## src/rtl/ecc_pkg.sv

```systemverilog
// ecc_pkg: shared constants and types for the ECC_ENC_DEC APB job master.
package ecc_pkg;

  // ECC register offsets relative to the register base.
  localparam logic [7:0] OFF_CTRL     = 8'h00;
  localparam logic [7:0] OFF_DATA_IN  = 8'h04;
  localparam logic [7:0] OFF_CW_WIDTH = 8'h08;
  localparam logic [7:0] OFF_NOISE    = 8'h0C;

  // CTRL encodings (3 is reserved and passed through untouched).
  localparam logic [1:0] CTRL_ENCODE = 2'd0;
  localparam logic [1:0] CTRL_DECODE = 2'd1;
  localparam logic [1:0] CTRL_FULL   = 2'd2;

  typedef enum logic [2:0] {
    ST_IDLE   = 3'd0,
    ST_SETUP  = 3'd1,
    ST_ACCESS = 3'd2,
    ST_WAIT   = 3'd3,
    ST_RESP   = 3'd4
  } ecc_state_e;

  // Write list order; the numeric value doubles as the pending-mask bit for
  // the three optional registers.
  typedef enum logic [1:0] {
    WR_DATA_IN  = 2'd0,
    WR_CW_WIDTH = 2'd1,
    WR_NOISE    = 2'd2,
    WR_CTRL     = 2'd3
  } wr_idx_e;

  function automatic logic [7:0] wr_offset(input wr_idx_e idx);
    logic [7:0] off;
    off = OFF_CTRL;
    case (idx)
      WR_DATA_IN:  off = OFF_DATA_IN;
      WR_CW_WIDTH: off = OFF_CW_WIDTH;
      WR_NOISE:    off = OFF_NOISE;
      default:     off = OFF_CTRL;
    endcase
    return off;
  endfunction

  // Lowest pending optional write, or CTRL once none are left.
  function automatic wr_idx_e next_write(input logic [2:0] pend);
    wr_idx_e idx;
    if (pend[0])      idx = WR_DATA_IN;
    else if (pend[1]) idx = WR_CW_WIDTH;
    else if (pend[2]) idx = WR_NOISE;
    else              idx = WR_CTRL;
    return idx;
  endfunction

endpackage

```

## src/rtl/ecc_apb_wr.sv

```systemverilog
// ecc_apb_wr: one two-phase APB write channel (SETUP then ACCESS, no PREADY).
// A start pulse during the ACCESS cycle chains the next transfer with no gap.
module ecc_apb_wr
  import ecc_pkg::*;
#(
  parameter int AMBA_ADDR_WIDTH = 20,
  parameter int AMBA_WORD       = 32
) (
  input  logic                       clk,
  input  logic                       rst,
  input  logic                       start,
  input  logic [AMBA_ADDR_WIDTH-1:0] addr,
  input  logic [AMBA_WORD-1:0]       data,
  output logic                       psel,
  output logic                       penable,
  output logic [AMBA_ADDR_WIDTH-1:0] paddr,
  output logic [AMBA_WORD-1:0]       pwdata,
  output logic                       done
);

  logic                       psel_q, psel_d;
  logic                       penable_q, penable_d;
  logic [AMBA_ADDR_WIDTH-1:0] paddr_q, paddr_d;
  logic [AMBA_WORD-1:0]       pwdata_q, pwdata_d;

  // Phase sequencing: start -> SETUP, SETUP -> ACCESS, ACCESS -> idle or chained SETUP.
  always_comb begin
    psel_d    = psel_q;
    penable_d = penable_q;
    paddr_d   = paddr_q;
    pwdata_d  = pwdata_q;
    if (start) begin
      psel_d    = 1'b1;
      penable_d = 1'b0;
      paddr_d   = addr;
      pwdata_d  = data;
    end else if (psel_q && !penable_q) begin
      penable_d = 1'b1;
    end else if (psel_q && penable_q) begin
      psel_d    = 1'b0;
      penable_d = 1'b0;
    end
  end

  // Bus flops; async reset drops PSEL/PENABLE immediately.
  always_ff @(posedge clk or negedge rst) begin
    if (!rst) begin
      psel_q    <= 1'b0;
      penable_q <= 1'b0;
      paddr_q   <= '0;
      pwdata_q  <= '0;
    end else begin
      psel_q    <= psel_d;
      penable_q <= penable_d;
      paddr_q   <= paddr_d;
      pwdata_q  <= pwdata_d;
    end
  end

  assign psel    = psel_q;
  assign penable = penable_q;
  assign paddr   = paddr_q;
  assign pwdata  = pwdata_q;
  assign done    = psel_q & penable_q;

endmodule

```

## src/rtl/ecc_job_master.sv

```systemverilog
// ecc_job_master: takes one ECC job, programs the ECC register file over APB
// (skipping registers whose shadow already holds the value), waits for
// operation_done or a timeout, and hands back the result.
//
// state     | meaning
// ----------+--------------------------------------------------------------
// ST_IDLE   | job_ready=1, waiting for a job
// ST_SETUP  | APB setup phase of the current write
// ST_ACCESS | APB access phase; shadow updates, chain next write or wait
// ST_WAIT   | waiting for operation_done, timeout counter running
// ST_RESP   | result held until res_ready
module ecc_job_master
  import ecc_pkg::*;
#(
  parameter int DATA_WIDTH      = 32,
  parameter int AMBA_ADDR_WIDTH = 20,
  parameter int AMBA_WORD       = 32,
  parameter int BASE_ADDR       = 0,
  parameter int TIMEOUT_CYCLES  = 1023
) (
  input  logic                       clk,
  input  logic                       rst,
  input  logic                       job_valid,
  output logic                       job_ready,
  input  logic [1:0]                 job_ctrl,
  input  logic [AMBA_WORD-1:0]       job_data,
  input  logic [1:0]                 job_width,
  input  logic [AMBA_WORD-1:0]       job_noise,
  output logic [AMBA_ADDR_WIDTH-1:0] PADDR,
  output logic [AMBA_WORD-1:0]       PWDATA,
  output logic                       PSEL,
  output logic                       PENABLE,
  output logic                       PWRITE,
  input  logic                       operation_done,
  input  logic [DATA_WIDTH-1:0]      data_out,
  input  logic [1:0]                 num_of_errors,
  output logic                       res_valid,
  input  logic                       res_ready,
  output logic [DATA_WIDTH-1:0]      res_data,
  output logic [1:0]                 res_errors,
  output logic                       res_timeout,
  output logic                       busy
);

  localparam int CNT_W = (TIMEOUT_CYCLES > 1) ? $clog2(TIMEOUT_CYCLES) : 1;
  localparam logic [CNT_W-1:0] CNT_LAST = CNT_W'(TIMEOUT_CYCLES - 1);
  localparam logic [AMBA_ADDR_WIDTH-1:0] BASE = AMBA_ADDR_WIDTH'(BASE_ADDR);

  ecc_state_e             state_q, state_d;
  wr_idx_e                wr_idx_q, wr_idx_d;
  logic [2:0]             pend_q, pend_d;
  logic [1:0]             ctrl_q, ctrl_d;
  logic [AMBA_WORD-1:0]   data_q, data_d;
  logic [1:0]             width_q, width_d;
  logic [AMBA_WORD-1:0]   noise_q, noise_d;
  logic [AMBA_WORD-1:0]   sh_data_q, sh_data_d;
  logic [1:0]             sh_width_q, sh_width_d;
  logic [AMBA_WORD-1:0]   sh_noise_q, sh_noise_d;
  logic [2:0]             sh_vld_q, sh_vld_d;
  logic [CNT_W-1:0]       cnt_q, cnt_d;
  logic                   job_ready_q, job_ready_d;
  logic                   busy_q, busy_d;
  logic                   res_valid_q, res_valid_d;
  logic [DATA_WIDTH-1:0]  res_data_q, res_data_d;
  logic [1:0]             res_errors_q, res_errors_d;
  logic                   res_timeout_q, res_timeout_d;

  logic                       wr_start;
  logic [AMBA_ADDR_WIDTH-1:0] wr_addr;
  logic [AMBA_WORD-1:0]       wr_data;
  logic                       wr_done;
  logic                       wr_psel, wr_penable;
  logic [2:0]                 pend_new, pend_nxt;
  wr_idx_e                    idx_new;

  function automatic logic [AMBA_WORD-1:0] wr_value(
    input wr_idx_e              idx,
    input logic [1:0]           c,
    input logic [AMBA_WORD-1:0] d,
    input logic [1:0]           w,
    input logic [AMBA_WORD-1:0] n
  );
    logic [AMBA_WORD-1:0] v;
    v = AMBA_WORD'(c);
    case (idx)
      WR_DATA_IN:  v = d;
      WR_CW_WIDTH: v = AMBA_WORD'(w);
      WR_NOISE:    v = n;
      default:     v = AMBA_WORD'(c);
    endcase
    return v;
  endfunction

  // Next-state, write sequencing, shadow update, timeout and result capture.
  always_comb begin
    state_d       = state_q;
    wr_idx_d      = wr_idx_q;
    pend_d        = pend_q;
    ctrl_d        = ctrl_q;
    data_d        = data_q;
    width_d       = width_q;
    noise_d       = noise_q;
    sh_data_d     = sh_data_q;
    sh_width_d    = sh_width_q;
    sh_noise_d    = sh_noise_q;
    sh_vld_d      = sh_vld_q;
    cnt_d         = cnt_q;
    job_ready_d   = job_ready_q;
    res_valid_d   = res_valid_q;
    res_data_d    = res_data_q;
    res_errors_d  = res_errors_q;
    res_timeout_d = res_timeout_q;
    wr_start      = 1'b0;
    wr_addr       = '0;
    wr_data       = '0;
    pend_nxt      = pend_q;
    idx_new       = WR_CTRL;

    pend_new = {!(sh_vld_q[2] && (sh_noise_q == job_noise)),
                !(sh_vld_q[1] && (sh_width_q == job_width)),
                !(sh_vld_q[0] && (sh_data_q  == job_data))};

    case (state_q)
      ST_IDLE: begin
        if (job_valid && job_ready_q) begin
          ctrl_d      = job_ctrl;
          data_d      = job_data;
          width_d     = job_width;
          noise_d     = job_noise;
          pend_d      = pend_new;
          idx_new     = next_write(pend_new);
          wr_idx_d    = idx_new;
          wr_start    = 1'b1;
          wr_addr     = BASE + AMBA_ADDR_WIDTH'(wr_offset(idx_new));
          wr_data     = wr_value(idx_new, job_ctrl, job_data, job_width, job_noise);
          job_ready_d = 1'b0;
          state_d     = ST_SETUP;
        end
      end
      ST_SETUP: begin
        state_d = ST_ACCESS;
      end
      ST_ACCESS: begin
        if (wr_done) begin
          case (wr_idx_q)
            WR_DATA_IN: begin
              sh_data_d   = data_q;
              sh_vld_d[0] = 1'b1;
              pend_nxt[0] = 1'b0;
            end
            WR_CW_WIDTH: begin
              sh_width_d  = width_q;
              sh_vld_d[1] = 1'b1;
              pend_nxt[1] = 1'b0;
            end
            WR_NOISE: begin
              sh_noise_d  = noise_q;
              sh_vld_d[2] = 1'b1;
              pend_nxt[2] = 1'b0;
            end
            default: ;
          endcase
          pend_d = pend_nxt;
          if (wr_idx_q == WR_CTRL) begin
            cnt_d   = '0;
            state_d = ST_WAIT;
          end else begin
            idx_new  = next_write(pend_nxt);
            wr_idx_d = idx_new;
            wr_start = 1'b1;
            wr_addr  = BASE + AMBA_ADDR_WIDTH'(wr_offset(idx_new));
            wr_data  = wr_value(idx_new, ctrl_q, data_q, width_q, noise_q);
            state_d  = ST_SETUP;
          end
        end
      end
      ST_WAIT: begin
        if (operation_done) begin
          res_data_d    = data_out;
          res_errors_d  = num_of_errors;
          res_timeout_d = 1'b0;
          res_valid_d   = 1'b1;
          state_d       = ST_RESP;
        end else if (cnt_q == CNT_LAST) begin
          res_data_d    = '0;
          res_errors_d  = '0;
          res_timeout_d = 1'b1;
          res_valid_d   = 1'b1;
          state_d       = ST_RESP;
        end else begin
          cnt_d = cnt_q + CNT_W'(1);
        end
      end
      ST_RESP: begin
        if (res_ready) begin
          res_valid_d = 1'b0;
          job_ready_d = 1'b1;
          state_d     = ST_IDLE;
        end
      end
      default: begin
        state_d     = ST_IDLE;
        job_ready_d = 1'b1;
        res_valid_d = 1'b0;
      end
    endcase

    busy_d = (state_d != ST_IDLE);
  end

  // FSM and registered outputs.
  always_ff @(posedge clk or negedge rst) begin
    if (!rst) begin
      state_q       <= ST_IDLE;
      wr_idx_q      <= WR_CTRL;
      pend_q        <= '0;
      ctrl_q        <= '0;
      data_q        <= '0;
      width_q       <= '0;
      noise_q       <= '0;
      sh_data_q     <= '0;
      sh_width_q    <= '0;
      sh_noise_q    <= '0;
      sh_vld_q      <= '0;
      cnt_q         <= '0;
      job_ready_q   <= 1'b1;
      busy_q        <= 1'b0;
      res_valid_q   <= 1'b0;
      res_data_q    <= '0;
      res_errors_q  <= '0;
      res_timeout_q <= 1'b0;
    end else begin
      state_q       <= state_d;
      wr_idx_q      <= wr_idx_d;
      pend_q        <= pend_d;
      ctrl_q        <= ctrl_d;
      data_q        <= data_d;
      width_q       <= width_d;
      noise_q       <= noise_d;
      sh_data_q     <= sh_data_d;
      sh_width_q    <= sh_width_d;
      sh_noise_q    <= sh_noise_d;
      sh_vld_q      <= sh_vld_d;
      cnt_q         <= cnt_d;
      job_ready_q   <= job_ready_d;
      busy_q        <= busy_d;
      res_valid_q   <= res_valid_d;
      res_data_q    <= res_data_d;
      res_errors_q  <= res_errors_d;
      res_timeout_q <= res_timeout_d;
    end
  end

  ecc_apb_wr #(
    .AMBA_ADDR_WIDTH (AMBA_ADDR_WIDTH),
    .AMBA_WORD       (AMBA_WORD)
  ) u_apb_wr (
    .clk     (clk),
    .rst     (rst),
    .start   (wr_start),
    .addr    (wr_addr),
    .data    (wr_data),
    .psel    (wr_psel),
    .penable (wr_penable),
    .paddr   (PADDR),
    .pwdata  (PWDATA),
    .done    (wr_done)
  );

  assign PSEL        = wr_psel;
  assign PENABLE     = wr_penable;
  assign PWRITE      = wr_psel;
  assign job_ready   = job_ready_q;
  assign busy        = busy_q;
  assign res_valid   = res_valid_q;
  assign res_data    = res_data_q;
  assign res_errors  = res_errors_q;
  assign res_timeout = res_timeout_q;

endmodule

```

## config.mk

```make
export PLATFORM = sky130hd
export DESIGN_NAME = ecc_job_master
export DESIGN_NICKNAME = d
export VERILOG_FILES = /design/src/rtl/ecc_pkg.sv /design/src/rtl/ecc_apb_wr.sv /design/src/rtl/ecc_job_master.sv
export SDC_FILE = /design/constraint.sdc
export NUM_CORES = 1
export LEC_CHECK = 0
export CAP_MARGIN = 20
export CORE_ASPECT_RATIO = 1.75
export CORE_MARGIN = 8
export CORE_UTILIZATION = 45
export DETAILED_ROUTE_END_ITERATION = 10
export PLACE_DENSITY = 0.7
export SYNTH_ARGS = -nofsm -noshare
export SYNTH_HDL_FRONTEND = slang
export SYNTH_SLANG_ARGS = --single-unit
```

## constraint.sdc

```tcl
create_clock -name clk -period 3.8 [get_ports clk]
set_clock_uncertainty 0.2 [all_clocks]
set_input_delay 0.95 -clock clk [delete_from_list [all_inputs] [get_ports clk]]
set_output_delay 0.95 -clock clk [all_outputs]
set_load 0.05 [all_outputs]
```

# After elaboration in Yosys (flattened, before gate mapping)
# Cells that the tools add are included.
[totals]
output_inout_bits = 93
input_bits = 107
regBits = 247
[op_classes]
mux = 72
reduce_logical = 33
eq_ne = 24
add_sub_neg = 1
bitwise_logic = 3
[op_table]
columns = ["cell", "count"]
rows = [
  ["$pmux W32 S3", 2],
  ["$mux W32", 5],
  ["$eq A32 B32 Y1", 2],
  ["$pmux W32 S2", 1],
  ["$mux W10", 4],
  ["$mux W2", 15],
  ["$mux W1", 25],
  ["$pmux W4 S3", 2],
  ["$mux W3", 7],
  ["$pmux W10 S2", 1],
  ["$reduce_and A3 Y1", 6],
  ["$pmux W3 S5", 1],
  ["$mux W4", 3],
  ["$ne A2 B2 Y1 const B", 6],
  ["$add A10 B1 Y10 const B", 1],
  ["$eq A10 B10 Y1 const B", 1],
  ["$eq A2 B2 Y1 const B", 4],
  ["$pmux W4 S2", 1],
  ["$reduce_bool A2 Y1", 4],
  ["$eq A2 B1 Y1 const B", 3],
  ["$eq A3 B2 Y1 const B", 2],
  ["$logic_and A1 B1 Y1", 6],
  ["$logic_not A2 Y1", 3],
  ["$pmux W1 S3", 2],
  ["17 further kinds", 26],
]

# Longest topological paths before layout
# Gate-level depths: netlist of the first run.
[logic_depth]
ltp_word = 15
mapped_depth = 12
depth_no_buf = 12

# Hierarchy
# Synthesis of the first run repeated with hierarchy kept, for this count alone.
[hier_totals]
cells_unflattened = 1071
hier_area_um2 = 11564.8
[modules_own_cells]
columns = ["mod", "seq_area_each_um2", "area_per_inst_um2", "instances", "cells_each"]
rows = [
  ["ecc_job_master", 4833.4, 9306.4, 1, 954],
  ["ecc_apb_wr", 1351.3, 2258.4, 1, 117],
]

# Least setup slack after synthesis of the first run
# No wires, ideal clock.
[synth_path]
kind = "input to register"
start = "input job_data[8]"
end = "register u_apb_wr.pwdata_q[0], in the netlist u_apb_wr.pwdata[0]"
required_time_ps = 3474
t_arrival_ps = 2833
stages = 11
slack_ps = 641
cell_sequence = "xnor2_1 nand4_1 nor4_1 nand4_1 o21bai_1 ha_1 a222oi_1 nor2_1 a21oi_1 nor2_1 a221o_1"
[synth_between]
elab_chain_cells = 9
[synth_rtl]
columns = ["element", "line", "rtl"]
rows = [
  ["start: declaration", "ecc_job_master.sv:26", "input logic [AMBA_WORD-1:0] job_data,"],
  ["$eq A32 B32 Y1 *", "ecc_job_master.sv:121", "!(sh_vld_q[0] && (sh_data_q == job_data))};"],
  ["$logic_and A1 B1 Y1 *", "ecc_job_master.sv:121", ""],
  ["$mux W2 *", "ecc_pkg.sv:47", "if (pend[0]) idx = WR_DATA_IN;"],
  ["$mux W2 *", "ecc_job_master.sv:125", "if (job_valid && job_ready_q) begin"],
  ["$mux W2 *", "ecc_job_master.sv:123", "case (state_q)"],
  ["$eq A2 B2 Y1, or another cell as far along", "ecc_job_master.sv:85", "case (idx)"],
  ["$pmux W32 S3 *", "ecc_job_master.sv:85", ""],
  ["$mux W32 *", "ecc_job_master.sv:125", ""],
  ["$pmux W32 S2 *", "ecc_job_master.sv:123", ""],
  ["end signal: assignment", "ecc_apb_wr.sv:56", "pwdata_q <= pwdata_d;"],
  ["end: declaration", "ecc_apb_wr.sv:24", "logic [AMBA_WORD-1:0] pwdata_q, pwdata_d;"],
]
# Mark *: on every way between the ends. The rest lies on a longest branch, timed or not. The select of a mux whose other input is x is not followed.
# A chain may end at the register's enable or synchronous reset.

# Worst setup path in the final report of the first run
[layout_path]
start = "input job_data[4]"
end = "register u_apb_wr.pwdata_q[1], in the netlist u_apb_wr.pwdata[1]"
# The elaborated chain is that of the path after synthesis.

==> out/metrics.sh, run 1 <==
NNETSFINAL=1336
FINALHOLDVIOLATIONS=0
LARGEST_NET_DEGREE_AT_THE_START_OF_GLOBAL_ROUTING=74
ARRIVAL_PS=3780
CHIPHEIGHT_UM=218.0
FLOP_AND_LATCH_COUNT_OUT_OF_SYNTHESIS=229
ROOT_BUFFER='clkbuf_16'
WIRELENGTH_MET1_UM=11650
INITIAL_CORE_UTIL_PCT=45.32
NETLIST_AREA_MM2=0.01049
FINAL.PERIOD_UTILIZATION_PCT=94.32
FIRST_PASS_ITERS=5
RR_WORST_DEPTH=9
DR.MAX_LAYER_USED='met4'
CRIT_START='job_data[4]'
YOSYS.CELL_TYPES.COUNT=52
MET3_LENGTH_UM=1393
FINALWORSTPATHREQUIREDPERIOD_PS=3584
CRITICAL_PATH_BUF_INV_COUNT=2
CRITPATHTOPFAMILY='compound AO/OA/AOI/OAI gates'
MAX_SLEW.WORST_PIN.SLEW_PS=869.0
CLOCK_TREE.BUFFER_DEPTH=3
ASYNC_RESET_FF_SHARE_PCT=100.0
ANTENNA_FOUND_INITIAL=0
CLASS_OF_THE_MOST_CRITICAL_SETUP_PATH='primary input to flip-flop'
GRT_SETUP_UNREPAIRED='false'
CTS.SINKS=229
CLOCK_LATENCY_PS=510
TIMING.FINAL.SETUP_VIOLATIONS=0
CORE_AREA_MM2=0.02315
FINAL_CELLS=1539
STANDARD_CELL_WITH_THE_MAXIMUM_STAGE_DELAY_ON_THE_CRITICAL_PATH='clkdlybuf4s50_1'
TRITONCTS.NUM_BUFFERS=22
MAXSLEWHEADROOM_PCT=42.07
DRIVE_ABOVE_1_SHARE_PCT=16.68
REG_TO_REG_SETUP_TIMING_SLACK_PS=570
PLACEDINSTANCEAREA_MM2=0.01302
SYNTHMUXAREASHARE_PCT=7.383
LARGEST_FAMILY_OF_LOGIC_CELLS_BY_SYNTHESIZED_AREA='simple AND/OR/NAND/NOR gates'
SETUP_WS_PS=215.7
FIRST_GLOBAL_VIAS=8991
PLACE.GP.CONGESTION=0.8960
DETAIL_ROUTE.VIAS_PER_CELL=5.459
SLEW_VIOLATIONS=0
DIEWIDTH_UM=131.4
FLOW.AREA_GROWTH_FROM_SYNTHESIS_PCT=31.37
ROUTE.DETAILED.WL_PER_INST_UM=20.46
MIN_DELAY_PATH_CLASS='primary input to asynchronous set/reset pin'
POST_SYNTH_FA_HA_MAJ_AREA_FRACTION_PCT=1.288
DETAILROUTE.WIRELENGTH.MET2_UM=16800
ACCUMULATED_NEGATIVE_SETUP_SLACK_PS=0
POWERDENSITY_mW_PER_MM2=702.0
DIEAREA_MM2=0.02865
PLACEDCELLCOUNT=1498
SYNTH_AREA_PER_CELL_UM2=10.62
CRIT-REG2REG-CAPTURE='u_apb_wr.pwdata[23]$_DFFE_PN0P_'
XOR_XNOR_FRACTION_OF_SYNTH_AREA_PCT=6.178
ACHIEVABLE-FREQUENCY_MHz=279.0
DP_HPWL_UM=22590
COUNT_OF_FLIP_FLOPS_WITH_A_BUILT_IN_ENABLE_AFTER_SYNTHESIS=0
START_OF_THE_WORST_REGISTER_TO_REGISTER_PATH='wr_idx_q[0]$_DFFE_PN1P_'
CAP_VIOL_MAX_COUNT=0
SHARE_OF_THE_SYNTHESIZED_AREA_IN_COMPOUND_GATES_AO_OA_AOI_OAI_PCT=12.83
FINAL_COMMON_CELL='dfrtp_1'
PRE_CTS_SLACK_PS=-463.0
YOSYSWARNINGCOUNT=0
PLACEMENT.IO_BUFFERS=181
POST_CTS_HOLD_BUFFER_COUNT=0
NUMBER_OF_ROWS_IN_THE_CORE_AREA=74
CLOCK_TREE.HTREE_LEVEL_COUNT=1
SYNTHESIS.INSTANCES=988
CP_MAX_FO=4
GRT_OVERFLOW_TOTAL=0
IRDROPWORSTVDD_uV=484.4
ROUTED_VIA_COUNT=8401
TIMING.CRITICAL_PATH.FROM_TYPE='primary input'
LAYOUT.CELLS.MOST_COMMON_LIST='dfrtp_1 (226), nand2_1 (217), clkdlybuf4s50_1 (180)'
SEQ_AREA_FRAC_SYNTH_PCT=54.66
CP_CELL_SEQUENCE='clkdlybuf4s50_1, xnor2_1, buf_4, nand4_1, nor4_4, nand4_1, o21bai_1, ha_1, a222oi_1, nor2_1, a21oi_1, nor2_1, a221o_1'
ANT_NETS=0
MAX_STAGE_DELAY_PS=560
CLOCK_TREE_FROM_TRITONCTS='done'
SYNTHSIMPLEGATEAREAFRAC_PCT=13.49
ENDPOINT='u_apb_wr.pwdata[1]$_DFFE_PN0P_'
CLK_TRANSITION_REPORTED_PATHS_PS=70
WORST-PATH-STAGES=13
P_LEAK_uW=0.006529
INSERTEDDIODECOUNT=0
LAYOUT.CORE_UTILIZATION_PCT=59.54
ROUTED_WL_UM=31480
SYNTH_FF_TYPE='dfrtp_1'
POSTLAYOUTCELLAREA_MM2=0.01378
DRC=0
DETAILEDROUTE.FIRSTITERATIONVIOLATIONS=510
GLOBALROUTETOTALUTIL_PCT=21.56
CP.REQUIRED_PS=3990
GLOBAL_ROUTE_WIRE_LENGTH_BEFORE_REPAIR_UM=49250
OUTCOME='finished clean'
IO-PIN-COUNT=200
CP-END-KIND='flip-flop'
where the power goes:
part           internal, µW  leakage [µW]  switching (µW)
logic                  1370       0.00318            2300
registers              3240       0.00299             600
clock network          1240      0.000354             931
total                  5850       0.00653            3830
per-layer routing:
layer,global-route usage [%],vias up
met1,23.18,4211
met4,12.39,0
li1,-,3833
met2,39.62,278
met5,0,-
met3,3.113,79
flip-flops by register name (all words and copies together), names as in the netlist, 2 cells and up:
name             flops
wr_idx_q             2
sh_data_q           32
u_apb_wr.paddr       2
u_apb_wr.pwdata     32
cnt_q               10
state_q              3
sh_vld_q             3
width_q              2
sh_noise_q          32
res_data            32
pend_q               3
noise_q             32
sh_width_q           2
ctrl_q               2
data_q              32
res_errors           2
stage by stage:
step                power, µW  hold slack (ps)
global placement         7468            242.5
global route            10130            213.1
detailed placement       7553            243.3
floorplan                6054            230.2
CTS                      9747            195.3
finish                   9675            175.7
cell families (layout without fill, tap and decap cells):
| group | after synthesis | in the layout |
|---|---|---|
| simple gates | 326 | 326 |
| fa+ha+maj | 11 | 11 |
| mux | 69 | 69 |
| flops | 229 | 229 |
| buf+inv | 82 | 312 |
| other cells | 1 | 18 |
| compound gates | 196 | 196 |
| xor+xnor | 74 | 74 |
timing repair:
action | 4_1_cts | 5_1_grt
gates resized for setup | 0 | 6
setup endpoints to repair | 0 | 32
buffers inserted | 0 | 1
worst reg2reg max path: stages (launching register included):
cell and delay (ps):
dfstp_2 670, inv_1 120, maj3_1 340, o21ai_0 160, buf_4 170, inv_1 60
ha_1 240, nand2b_1 560, buf_4 420, o21ai_0 200
synth_stat cells (all sizes together) (2+ instances only):
cell type    n  share of area [%]
xnor2       32                2.7
o22a         2               0.17
and3         2               0.12
nor3b        2               0.36
a22oi       61                4.4
dfstp        3               0.75
o21ai       48                2.4
nand2      218                7.8
a21oi       36                1.8
xor2        42                3.5
dfrtp      226                 54
nor3        10               0.58
inv         10               0.36
a221o        3               0.29
nand3        7               0.45
ha          10                1.2
clkbuf      42                1.5
nor4        10               0.60
mux2        67                7.2
and2         2               0.12
o21a         2               0.14
buf         30                2.3
a222oi       5               0.48
nor2        49                1.8
nand2b       2               0.12
nand4       13               0.83
mux2i        2               0.19
or2          3               0.18
a22o        36                3.0
or3          3               0.18
how the worst min path moves through the flow:
stage	start	to	depth (start not counted)
global placement	sh_vld_q[0]$_DFFE_PN0P_	sh_vld_q[0]$_DFFE_PN0P_	1
finish	rst	u_apb_wr.pwdata[8]$_DFFE_PN0P_	1
floorplan	sh_vld_q[0]$_DFFE_PN0P_	sh_vld_q[0]$_DFFE_PN0P_	1
CTS	rst	u_apb_wr.pwdata[8]$_DFFE_PN0P_	1
detailed placement	sh_vld_q[0]$_DFFE_PN0P_	sh_vld_q[0]$_DFFE_PN0P_	1
global route	rst	u_apb_wr.pwdata[6]$_DFFE_PN0P_	1
cell type report:
type,count,area [µm²]
clock buffers,29,628.1
flip-flops and latches,229,5734
fillers,1957,9366
well taps,304,380.4
inverters,10,37.54
clock inverters,11,85.08
multi-input cells,694,4433
repair buffers,262,2482
(Power assumes the default switching activity.)
==> inputs of run 2 (changes only) <==
Settings changed: PLACE_DENSITY 0.7 to 0.72.
Clock period 3.8 ns to 3.03 ns, I/O delays scaled along.
==> run 2 against run 1 <==
The flow now finishes with violations (setup timing). Global-route usage rose by 0.25 points. Critical path depth down 1. Worst hold slack got worse by 170 ps. Sequential power rose by 26%. Register-to-register slack lost 530 ps. Worst setup slack worse by 240 ps. Non-clock buffer count rose by 13. Critical path type unchanged. Critical endpoint unchanged.
==> out/metrics.sh, run 2 (synthesis gave the netlist of run 1 again) <==
POWERDENSITY_mW_PER_MM2=869.8  # +24%
TIMING.CRITICAL_PATH.FROM_TYPE='primary input'
ROUTED_VIA_COUNT=8502  # +1.2%
INITIAL_CORE_UTIL_PCT=45.32  # unchanged
PLACEDCELLCOUNT=1506  # +0.53%
RR_WORST_DEPTH=11  # +2
SETUP_WS_PS=-22.08  # -237.8 ps
CLOCK_TREE.HTREE_LEVEL_COUNT=1  # unchanged
PRE_CTS_SLACK_PS=-1063  # -599.6 ps
SLEW_VIOLATIONS=0  # unchanged
DP_HPWL_UM=22650  # +0.26%
DRC=0  # unchanged
IO-PIN-COUNT=200  # unchanged
CLOCK_LATENCY_PS=520  # about the same
DETAIL_ROUTE.VIAS_PER_CELL=5.485  # +0.48%
CAP_VIOL_MAX_COUNT=0  # unchanged
GLOBAL_ROUTE_WIRE_LENGTH_BEFORE_REPAIR_UM=49930  # +1.4%
FIRST_GLOBAL_VIAS=9047  # +0.62%
OUTCOME='finished, violations left'
MAX_SLEW.WORST_PIN.SLEW_PS=672.1  # -196.9 ps
ANT_NETS=0  # unchanged
GRT_SETUP_UNREPAIRED='true'
GRT_OVERFLOW_TOTAL=0  # unchanged
FINAL_COMMON_CELL='dfrtp_1'
FINAL_CELLS=1550  # +0.71%
ROOT_BUFFER='clkbuf_16'
FINALHOLDVIOLATIONS=0  # unchanged
CLOCK_TREE_FROM_TRITONCTS='done'
LAYOUT.FILLER_CELLS=1898  # -3.0%
FIRST_PASS_ITERS=5  # unchanged
LARGEST_NET_DEGREE_AT_THE_START_OF_GLOBAL_ROUTING=73  # -1.4%
IRDROPWORSTVDD_uV=556.6  # +15%
CTS.SINKS=229  # unchanged
CHIPHEIGHT_UM=218.0  # unchanged
ROUTED_WL_UM=31960  # +1.5%
DIEWIDTH_UM=131.4  # unchanged
ACCUMULATED_NEGATIVE_SETUP_SLACK_PS=-22.08  # -22.08 ps
TIMING.FINAL.SETUP_VIOLATIONS=1  # +1
MAXSLEWHEADROOM_PCT=55.03  # +13 points
CORE_AREA_MM2=0.02315  # unchanged
DETAILEDROUTE.FIRSTITERATIONVIOLATIONS=739  # +45%
ARRIVAL_PS=3250  # -530 ps
FINALWORSTPATHREQUIREDPERIOD_PS=3052
TOTAL_POWER_uW=12280  # +27%
LAYOUT.CELLS.MOST_COMMON_LIST='dfrtp_1 (226), nand2_1 (217), clkdlybuf4s50_1 (127)'
PLACEDINSTANCEAREA_MM2=0.01306  # +0.31%
CP-END-KIND='flip-flop'
INSERTEDDIODECOUNT=0  # unchanged
CP_MAX_FO=4  # unchanged
PLACEMENT.IO_BUFFERS=181  # unchanged
P_LEAK_uW=0.006770  # +3.7%
ANTENNA_FOUND_INITIAL=0  # unchanged
FINAL.PERIOD_UTILIZATION_PCT=100.7
ROUTE.DETAILED.WL_PER_INST_UM=20.62  # +0.78%
POST_CTS_HOLD_BUFFER_COUNT=0  # unchanged
FLOW.AREA_GROWTH_FROM_SYNTHESIS_PCT=34.58
CLASS_OF_THE_MOST_CRITICAL_SETUP_PATH='primary input to flip-flop'
CLOCK_TREE.BUFFER_DEPTH=3  # unchanged
NUMBER_OF_ROWS_IN_THE_CORE_AREA=74  # unchanged
CP.REQUIRED_PS=3230  # -760 ps
PLACE.GP.CONGESTION=0.9120  # +1.8%
TRITONCTS.NUM_BUFFERS=22  # unchanged
MIN_DELAY_PATH_CLASS='primary input to asynchronous set/reset pin'
ACHIEVABLE-FREQUENCY_MHz=327.6
DIEAREA_MM2=0.02865  # unchanged
DRIVE_ABOVE_1_SHARE_PCT=20.39  # +3.7 points
POSTLAYOUTCELLAREA_MM2=0.01412  # +2.4%
GLOBALROUTETOTALUTIL_PCT=21.81  # +0.25 points
CLK_TRANSITION_REPORTED_PATHS_PS=60  # about the same
NNETSFINAL=1349  # +0.97%
VIOLATIONS='setup timing'
## run 2: cell count changes in the layout (fill, tap and decap cells not counted), sizes merged
cell	previous run	this run
clkbuf	29	38
clkinv	8	1
dlymetal6s2s	0	4
buf	82	95
inv	10	11
clkdlybuf4s50	180	127
dlygate4sd2	0	43
clkinvlp	2	1
clkdlybuf4s15	0	2
## run 2: cell type report
cell class                 count  area, µm²  share of cell area [%]
clock inverter                 4      51.30                  0.3634
multi-input combinational    694       4691                   33.23
sequential                   229       5734                   40.62
tap                          304      380.4                   2.694
inverter                      10      37.54                  0.2659
timing repair buffer         275       2536                   17.97
clock buffer                  34      686.9                   4.866
## run 2: routing by layer
metal,global-route usage [%],wire (µm),part of all wire [%]
met1,23.95,11780,37
met2,38.68,16510,52
met3,3.644,1767,5.5
met4,13.54,1902,6.0
met5,0,0,0
## run 2: critical path: stages
cell and delay [ps]:
clkdlybuf4s50_1 490, xnor2_2 220, nand4_1 190, nor2_2 170, nand4_1 140, o21bai_4 240, ha_4 190, a222oi_1 320
nor2_1 70, a21oi_1 120, nor2_1 50, a221o_1 280
## run 2: worst paths after layout
kind                                           start                              to  slack, ps
max                                      job_data[0]  u_apb_wr.pwdata[1]$_DFFE_PN0P_        -20
min                                              rst  u_apb_wr.pwdata[7]$_DFFE_PN0P_          7
max reg2reg                sh_data_q[28]$_DFFE_PN0P_  u_apb_wr.pwdata[1]$_DFFE_PN0P_         40
min reg2reg                    ctrl_q[1]$_DFFE_PN0P_           ctrl_q[1]$_DFFE_PN0P_        280
max in group asynchronous                        rst         wr_idx_q[1]$_DFFE_PN1P_       1810
min in group clk               ctrl_q[1]$_DFFE_PN0P_           ctrl_q[1]$_DFFE_PN0P_        280
## run 2: what timing repair did
item,CTS,global route
setup buffers,2,3
gates cloned,0,1
resized for setup,84,32
pin swaps,23,20
setup endpoints to repair,33,32
## run 2: per-stage QoR
step | hold slack [ps] | util, %
floorplan | 230.2 | -
global route | 36.31 | 60.99
CTS | 29.44 | 60.21
detailed placement | 261.3 | 56.44
global placement | 244.5 | 56.44
finish | 7.123 | 60.99
## run 2: power by group
part / switching [µW] / internal [µW]
clock network: 1160 / 1640
logic: 2910 / 1740
registers: 762 / 4060
total: 4840 / 7440
